### config.mk
export PLATFORM = sky130hd
export DESIGN_NAME = spi_flash_sequencer
export DESIGN_NICKNAME = d
export VERILOG_FILES = /design/src/rtl/spi_flash_sequencer.sv
export SDC_FILE = /design/constraint.sdc
export NUM_CORES = 1
export LEC_CHECK = 0
export CORE_AREA = 8 8 103 105
export DETAILED_ROUTE_END_ITERATION = 7
export DIE_AREA = 0 0 111 113
export DONT_BUFFER_PORTS = 1
export GPL_TIMING_DRIVEN = 0
export MAX_ROUTING_LAYER = met4
export PLACE_DENSITY = 0.65
export RECOVER_POWER = 100
export SLEW_MARGIN = 20
export SYNTH_ARGS = -nofsm -noshare
export SYNTH_HDL_FRONTEND = slang
export SYNTH_SLANG_ARGS = --single-unit
export TNS_END_PERCENT = 30
### constraint.sdc
create_clock -name CLK1 -period 4.59 [get_ports CLK1]
set_input_delay 0.918 -clock CLK1 [delete_from_list [all_inputs] [get_ports CLK1]]
set_output_delay 0.918 -clock CLK1 [all_outputs]
set_load 0.05 [all_outputs]
### src/rtl/spi_flash_sequencer.sv
`default_nettype none
//============================================================================
// Module   : spi_flash_sequencer
// Purpose  : Drives an SPI byte engine through complete flash READ (0x03)
//            and DUAL OUTPUT READ (0x3B) transactions: chip select, opcode,
//            24-bit address, optional dummy byte, N data bytes, deselect.
//            Received bytes leave on a valid/ready port with backpressure.
// Revision : 1.0 - initial release
//----------------------------------------------------------------------------
// Ports
//   CLK1, RESET_N                  clock, synchronous active-low reset
//   req_valid/req_ready            request handshake (ready only in IDLE)
//   req_addr[23:0], req_len[15:0]  flash address, byte count (0 = no SPI)
//   req_dual                       1 = dual-output read
//   abort                          terminate current transaction
//   busy, done                     status, one-cycle completion pulse
//   rd_valid/rd_ready/rd_data[7:0] received byte stream
//   eng_start/eng_write/eng_dual/eng_tx[7:0]  byte engine command
//   eng_done/eng_rx[7:0]           byte engine completion and read data
//   spi_ss_n                       flash chip select, active low
//============================================================================
module spi_flash_sequencer #(
  parameter int         CS_SETUP  = 2,
  parameter int         CS_HIGH   = 4,
  parameter logic [7:0] CMD_READ  = 8'h03,
  parameter logic [7:0] CMD_DREAD = 8'h3B
) (
  input  logic        CLK1,
  input  logic        RESET_N,
  input  logic        req_valid,
  output logic        req_ready,
  input  logic [23:0] req_addr,
  input  logic [15:0] req_len,
  input  logic        req_dual,
  input  logic        abort,
  output logic        busy,
  output logic        done,
  output logic        rd_valid,
  input  logic        rd_ready,
  output logic [7:0]  rd_data,
  output logic        eng_start,
  output logic        eng_write,
  output logic        eng_dual,
  output logic [7:0]  eng_tx,
  input  logic        eng_done,
  input  logic [7:0]  eng_rx,
  output logic        spi_ss_n
);

  localparam int WAIT_W = 8;
  localparam logic [WAIT_W-1:0] c_setup_load = WAIT_W'(CS_SETUP - 1);
  localparam logic [WAIT_W-1:0] c_high_load  = WAIT_W'(CS_HIGH - 1);

  typedef enum logic [3:0] {
    S_IDLE  = 4'd0,
    S_SETUP = 4'd1,
    S_CMD   = 4'd2,
    S_ADR2  = 4'd3,
    S_ADR1  = 4'd4,
    S_ADR0  = 4'd5,
    S_DUMMY = 4'd6,
    S_DATA  = 4'd7,
    S_HOLD  = 4'd8,
    S_DESEL = 4'd9
  } state_t;

  state_t            r_state;
  logic [WAIT_W-1:0] r_wait;
  logic [23:0]       r_addr;
  logic [15:0]       r_rem;
  logic              r_dual;
  logic              r_abort_pend;
  logic              r_done;
  logic              r_rd_valid;
  logic [7:0]        r_rd_data;
  logic              r_eng_start;
  logic              r_eng_write;
  logic              r_eng_dual;
  logic [7:0]        r_eng_tx;
  logic              r_ss_n;

  logic              w_eng_wait;
  logic              w_abort_any;
  logic              w_to_desel;
  state_t            w_adv_state;
  logic [7:0]        w_adv_tx;

  // States in which an engine byte is outstanding.
  assign w_eng_wait  = (r_state == S_CMD)  || (r_state == S_ADR2)  ||
                       (r_state == S_ADR1) || (r_state == S_ADR0)  ||
                       (r_state == S_DUMMY) || (r_state == S_DATA);
  // An abort seen while a byte is in flight is remembered until that byte ends.
  assign w_abort_any = abort || r_abort_pend;

  // All the ways into DESEL share one set of register updates.
  assign w_to_desel  = ((r_state == S_SETUP) && abort) ||
                       (w_eng_wait && eng_done && w_abort_any) ||
                       ((r_state == S_HOLD) &&
                        (abort || (r_rd_valid && rd_ready && (r_rem == 16'd0))));

  // Next header state and its byte, used when the current header byte ends.
  always_comb begin
    w_adv_state = S_DATA;
    w_adv_tx    = 8'h00;
    case (r_state)
      S_CMD:   begin w_adv_state = S_ADR2; w_adv_tx = r_addr[23:16]; end
      S_ADR2:  begin w_adv_state = S_ADR1; w_adv_tx = r_addr[15:8];  end
      S_ADR1:  begin w_adv_state = S_ADR0; w_adv_tx = r_addr[7:0];   end
      S_ADR0:  begin w_adv_state = r_dual ? S_DUMMY : S_DATA;        end
      default: begin w_adv_state = S_DATA;                          end
    endcase
  end

  always_ff @(posedge CLK1) begin
    if (!RESET_N) begin
      r_state      <= S_IDLE;
      r_wait       <= '0;
      r_addr       <= '0;
      r_rem        <= '0;
      r_dual       <= 1'b0;
      r_abort_pend <= 1'b0;
      r_done       <= 1'b0;
      r_rd_valid   <= 1'b0;
      r_rd_data    <= 8'h00;
      r_eng_start  <= 1'b0;
      r_eng_write  <= 1'b0;
      r_eng_dual   <= 1'b0;
      r_eng_tx     <= 8'h00;
      r_ss_n       <= 1'b1;
    end else begin
      r_done      <= 1'b0;
      r_eng_start <= 1'b0;
      if (w_to_desel) begin
        r_state      <= S_DESEL;
        r_ss_n       <= 1'b1;
        r_done       <= 1'b1;
        r_wait       <= c_high_load;
        r_rd_valid   <= 1'b0;
        r_eng_write  <= 1'b0;
        r_eng_dual   <= 1'b0;
        r_eng_tx     <= 8'h00;
        r_abort_pend <= 1'b0;
      end else begin
        case (r_state)
          S_IDLE: begin
            r_abort_pend <= 1'b0;
            if (req_valid) begin
              r_addr <= req_addr;
              r_rem  <= req_len;
              r_dual <= req_dual;
              if (req_len == 16'd0) begin
                r_done <= 1'b1;
              end else begin
                r_state <= S_SETUP;
                r_ss_n  <= 1'b0;
                r_wait  <= c_setup_load;
              end
            end
          end
          S_SETUP: begin
            if (r_wait == '0) begin
              r_state     <= S_CMD;
              r_eng_start <= 1'b1;
              r_eng_write <= 1'b1;
              r_eng_dual  <= 1'b0;
              r_eng_tx    <= r_dual ? CMD_DREAD : CMD_READ;
            end else begin
              r_wait <= r_wait - 1'b1;
            end
          end
          S_CMD, S_ADR2, S_ADR1, S_ADR0, S_DUMMY: begin
            if (abort) r_abort_pend <= 1'b1;
            if (eng_done) begin
              r_state     <= w_adv_state;
              r_eng_start <= 1'b1;
              r_eng_tx    <= w_adv_tx;
              if (w_adv_state == S_DATA) begin
                r_eng_write <= 1'b0;
                r_eng_dual  <= r_dual;
              end
            end
          end
          S_DATA: begin
            if (abort) r_abort_pend <= 1'b1;
            if (eng_done) begin
              r_rd_data  <= eng_rx;
              r_rd_valid <= 1'b1;
              r_rem      <= r_rem - 16'd1;
              r_state    <= S_HOLD;
            end
          end
          S_HOLD: begin
            // The last-byte handshake is routed to DESEL above, so here
            // more bytes always remain.
            if (r_rd_valid && rd_ready) begin
              r_rd_valid  <= 1'b0;
              r_state     <= S_DATA;
              r_eng_start <= 1'b1;
            end
          end
          S_DESEL: begin
            if (r_wait == '0) begin
              r_state <= S_IDLE;
            end else begin
              r_wait <= r_wait - 1'b1;
            end
          end
          default: r_state <= S_IDLE;
        endcase
      end
    end
  end

  assign req_ready = (r_state == S_IDLE);
  assign busy      = (r_state != S_IDLE);
  assign done      = r_done;
  assign rd_valid  = r_rd_valid;
  assign rd_data   = r_rd_data;
  assign eng_start = r_eng_start;
  assign eng_write = r_eng_write;
  assign eng_dual  = r_eng_dual;
  assign eng_tx    = r_eng_tx;
  assign spi_ss_n  = r_ss_n;

endmodule
`default_nettype wire
==> flow_summary_export.csv <==
group,metric,value,unit
grt,grt_use_total,0.163,
synth,synth_top_family_by_area,"simple AND/OR/NAND/NOR gates",
synth,yosys.area_share.simple,0.278,
cts,cts_hold_buf,0,
cells_and_area,syn_to_final_growth,7.71,%
synth,yosys.area_share.xor_xnor,0.0119,
timing,rsz0062_at_grt,"no",
drt,wl,10300,um
synth,synth.net_count,514,
drt,dr.pass1.iters,6,
synth,ys_warn_count,0,
synth,synth_fa_ha_area_frac,0.0136,
drt,drc_errors,0,
timing,fmax,0.288,GHz
power_and_ir_drop,p_leak,1.49,nW
grt,gr-total-overflow,0,
synth,synth_mux_area_frac,0.0299,
synth,synth_compound_area_frac,0.209,
grt,grt_pass1_wl,16500,um
cells_and_area,antenna_cells,0,
drt,wire_per_inst,17.7,um
die,fp-row-count,35,
cts,worstSkewPairLatency,350,ps
timing,whs,457,ps
cts,clkSinkCount,76,
timing,worst_slack,1120,ps
die,die_h,113,um
synth,synth-seq-cells,76,
setup_path,crit_path_end,"r_wait[4]",
cells_and_area,final_cells,582,
timing,min_period,3470,ps
drt,ant_nets,0,
synth,syn-cell-area,3680,um2
setup_path,crit_fanout,10,
synth,ys_seq_area_frac,0.413,
die,core,8980,um2
power_and_ir_drop,switching_share,0.474,
cts,cts_setup_buffers,0,
die,die_w,111,um
cts,cts_resized,0,
setup_path,timing.rr.end,"r_wait[4]",
synth,async_flop_share,0,
hold_path,hold_path_class,"reg -> reg",
cells_and_area,layout.nets,525,
power_and_ir_drop,ir_drop,0.000264,V
power_and_ir_drop,pwr_density_cell,723,nW/um2
die,dieArea,12500,um2
synth,syn_area_per_cell,8.10,um2
cts,cts_tree,"done",
cts,h-tree-depth,3,
cells_and_area,drive_gt1_frac,0.0743,
placed_design,place.detailed.hpwl,7670,um
synth,syn_inst,455,
power_and_ir_drop,p_int,1.51,mW
setup_path,crit_arrival,3750,ps
timing,finalSetupViolCount,0,
setup_path,r2r_cells,9,
setup_path,critPathKind,"reg -> reg",
timing,relSlewSlack,0.319,
drt,vias_per_cell,5.81,
synth,yosys-top-cells-area,"dfxtp_1 41%, nand2_1 8.7%, a21oi_1 7.6%, nor2_1 5.5%, mux2i_1 3.0%",
placed_design,pre_cts_ws,1850,ps
cts,root_buffer,"clkbuf_8",
setup_path,worstReg2RegStart,"r_state[1]",
cts,clk_pin_slew,90,ps
grt,antenna_found_initial,0,
timing,slew_viol_final,0,
cts,numCtsBuffers,9,
cells_and_area,fin_util,0.442,
power_and_ir_drop,combPwrFrac,0.426,
synth,yosysUniqueCellTypes,65,
setup_path,worstSetupEndpointType,"flop",
run,max_cap_violations,0,
drt,drt_iter0_drc,245,
grt,grt_max_degree,16,
drt,via_count,3379,
setup_path,startpoint_type,"flop",
setup_path,rrSetupSlack,1120,ps
power_and_ir_drop,p_sw,1.36,mW
placed_design,globalplace.congestion,0.906,
synth,netlist.area_leader.share,0.413,
outcome,status,"complete, no violations",
cells_and_area,final-seq-area,1520,um2
die,start_util,0.410,
timing,timing.final.crit_share,0.756,
cells_and_area,multi_input_area,1960,um2
cells_and_area,fill_cells,897,
timing,clock_skew,7.12,ps
setup_path,cp-startpoint,"r_state[1]",
synth,synth-main-ff-cell,"dfxtp_1",
setup_path,crit_required,4870,ps
timing,worst-slew-pin-transition,1010,ps
placed_design,dp_cells,566,
synth,synth_edf_count,0,
power_and_ir_drop,p_seq_frac,0.386,
grt,grt_pass1_vias,3311,
placed_design,io_buffers,0,
die,io_pins,79,
power_and_ir_drop,p_clk_frac,0.187,
synth,synth_top_area_cell,"dfxtp_1",
cts,clockBufferDepth,2,
timing,hold_viol_final,0,
timing,fin_tns_setup,0,ps
hold_path,worstHoldStart,"r_addr[5]",
==> registers in the layout, indices dropped and copies added, names as in the netlist <==
signal        count
spi_ss_n          1
r_wait            8
rd_data           8
r_state           4
eng_dual          1
eng_tx            8
eng_start         1
r_dual            1
r_addr           24
r_abort_pend      1
rd_valid          1
r_rem            16
done              1
eng_write         1
==> cell usage after synthesis, drive strengths merged (3+ instances only) <==
cell	instances
xor2	5
a22oi	3
nand3	10
nor4	11
clkbuf	15
o21ai	18
nor2	55
nor3	8
a222oi	6
and3	4
dfxtp	76
a21oi	56
o31ai	5
ha	4
a311oi	6
or3	6
a31oi	6
nand4	3
inv	8
mux2i	11
or4	4
nand2b	5
buf	10
o21a	3
nand2	86
==> cells in the final DEF, fill, tap and decap left out, types with 3 or more instances in the layout <==
master,count
and3_1,3
a222oi_1,6
clkbuf_8,9
ha_1,4
or4_1,3
nand3_1,9
a21oi_1,56
nand4_1,3
a31oi_1,6
o21ai_0,18
a311oi_1,5
buf_2,3
nor3_1,8
a22oi_1,3
o21a_1,3
inv_6,4
dfxtp_1,76
o31ai_1,5
xor2_1,5
inv_1,8
or3_1,6
mux2i_1,11
nand2b_1,5
nand2_1,85
nor2_1,55
nor4_1,8
clkbuf_1,19
==> layer usage <==
| metal | wire (um) | global-route usage | vias to the layer above |
|---|---|---|---|
| met4 | 195 | 0.0649 | 0 |
| met1 | 4290 | 0.182 | 1583 |
| met5 | 0 | - | - |
| met3 | 886 | 0.0503 | 20 |
| li1 | - | - | 1647 |
| met2 | 4900 | 0.268 | 129 |
==> cells by family (layout without fill, tap and decap cells) <==
logic type,Yosys count,count (layout)
compound gates,120,120
simple gates,205,205
fa+ha+maj,4,4
flops,76,76
xor+xnor,5,5
buf+inv,34,50
mux,11,11
==> power by group through the flow <==
stage / sequential, mW / combinational, mW / clock (mW)
floorplan: 1.07 / 1.02 / 0
global placement: 1.12 / 1.23 / 0
detailed placement: 1.13 / 1.26 / 0
CTS: 1.11 / 1.27 / 0.547
global route: 1.14 / 1.36 / 0.573
finish: 1.11 / 1.22 / 0.537
==> final cells by class <==
class                   count  area share
flip-flops and latches     76       0.383
well taps                 111      0.0350
clock buffers               9      0.0312
inverters                   9     0.00851
clock inverters             7      0.0202
plain buffers              25      0.0268
multi-input cells         345       0.495
==> worst max-delay path, stage by stage (launching register included) <==
cell and delay (ps):
dfxtp_1 370, nor2_1 380, nand2_1 500, inv_1 570
and2_1 200, clkbuf_1 460, o2bb2ai_2 230, nand2_1 150
or4_1 410, a21oi_1 140
==> how the worst min path moves through the flow <==
stage                 end  slack [ps]  cells past startpoint
2_1_floorplan  r_addr[10]         440                      2
3_3_place_gp    r_addr[5]         440                      2
3_5_place_dp    r_addr[5]         450                      2
4_1_cts         r_addr[5]         460                      2
5_1_grt         r_addr[3]         480                      2
6_report        r_addr[5]         460                      2
==> metrics by stage <==
| stage | power [mW] | instance area [um2] |
|---|---|---|
| floorplan | 2.09 | 3680 |
| global placement | 2.35 | 3820 |
| detailed placement | 2.39 | 3820 |
| CTS | 2.92 | 4030 |
| global route | 3.07 | 3970 |
| finish | 2.87 | 3970 |
No activity file was read; power rests on OpenSTA's default activity.
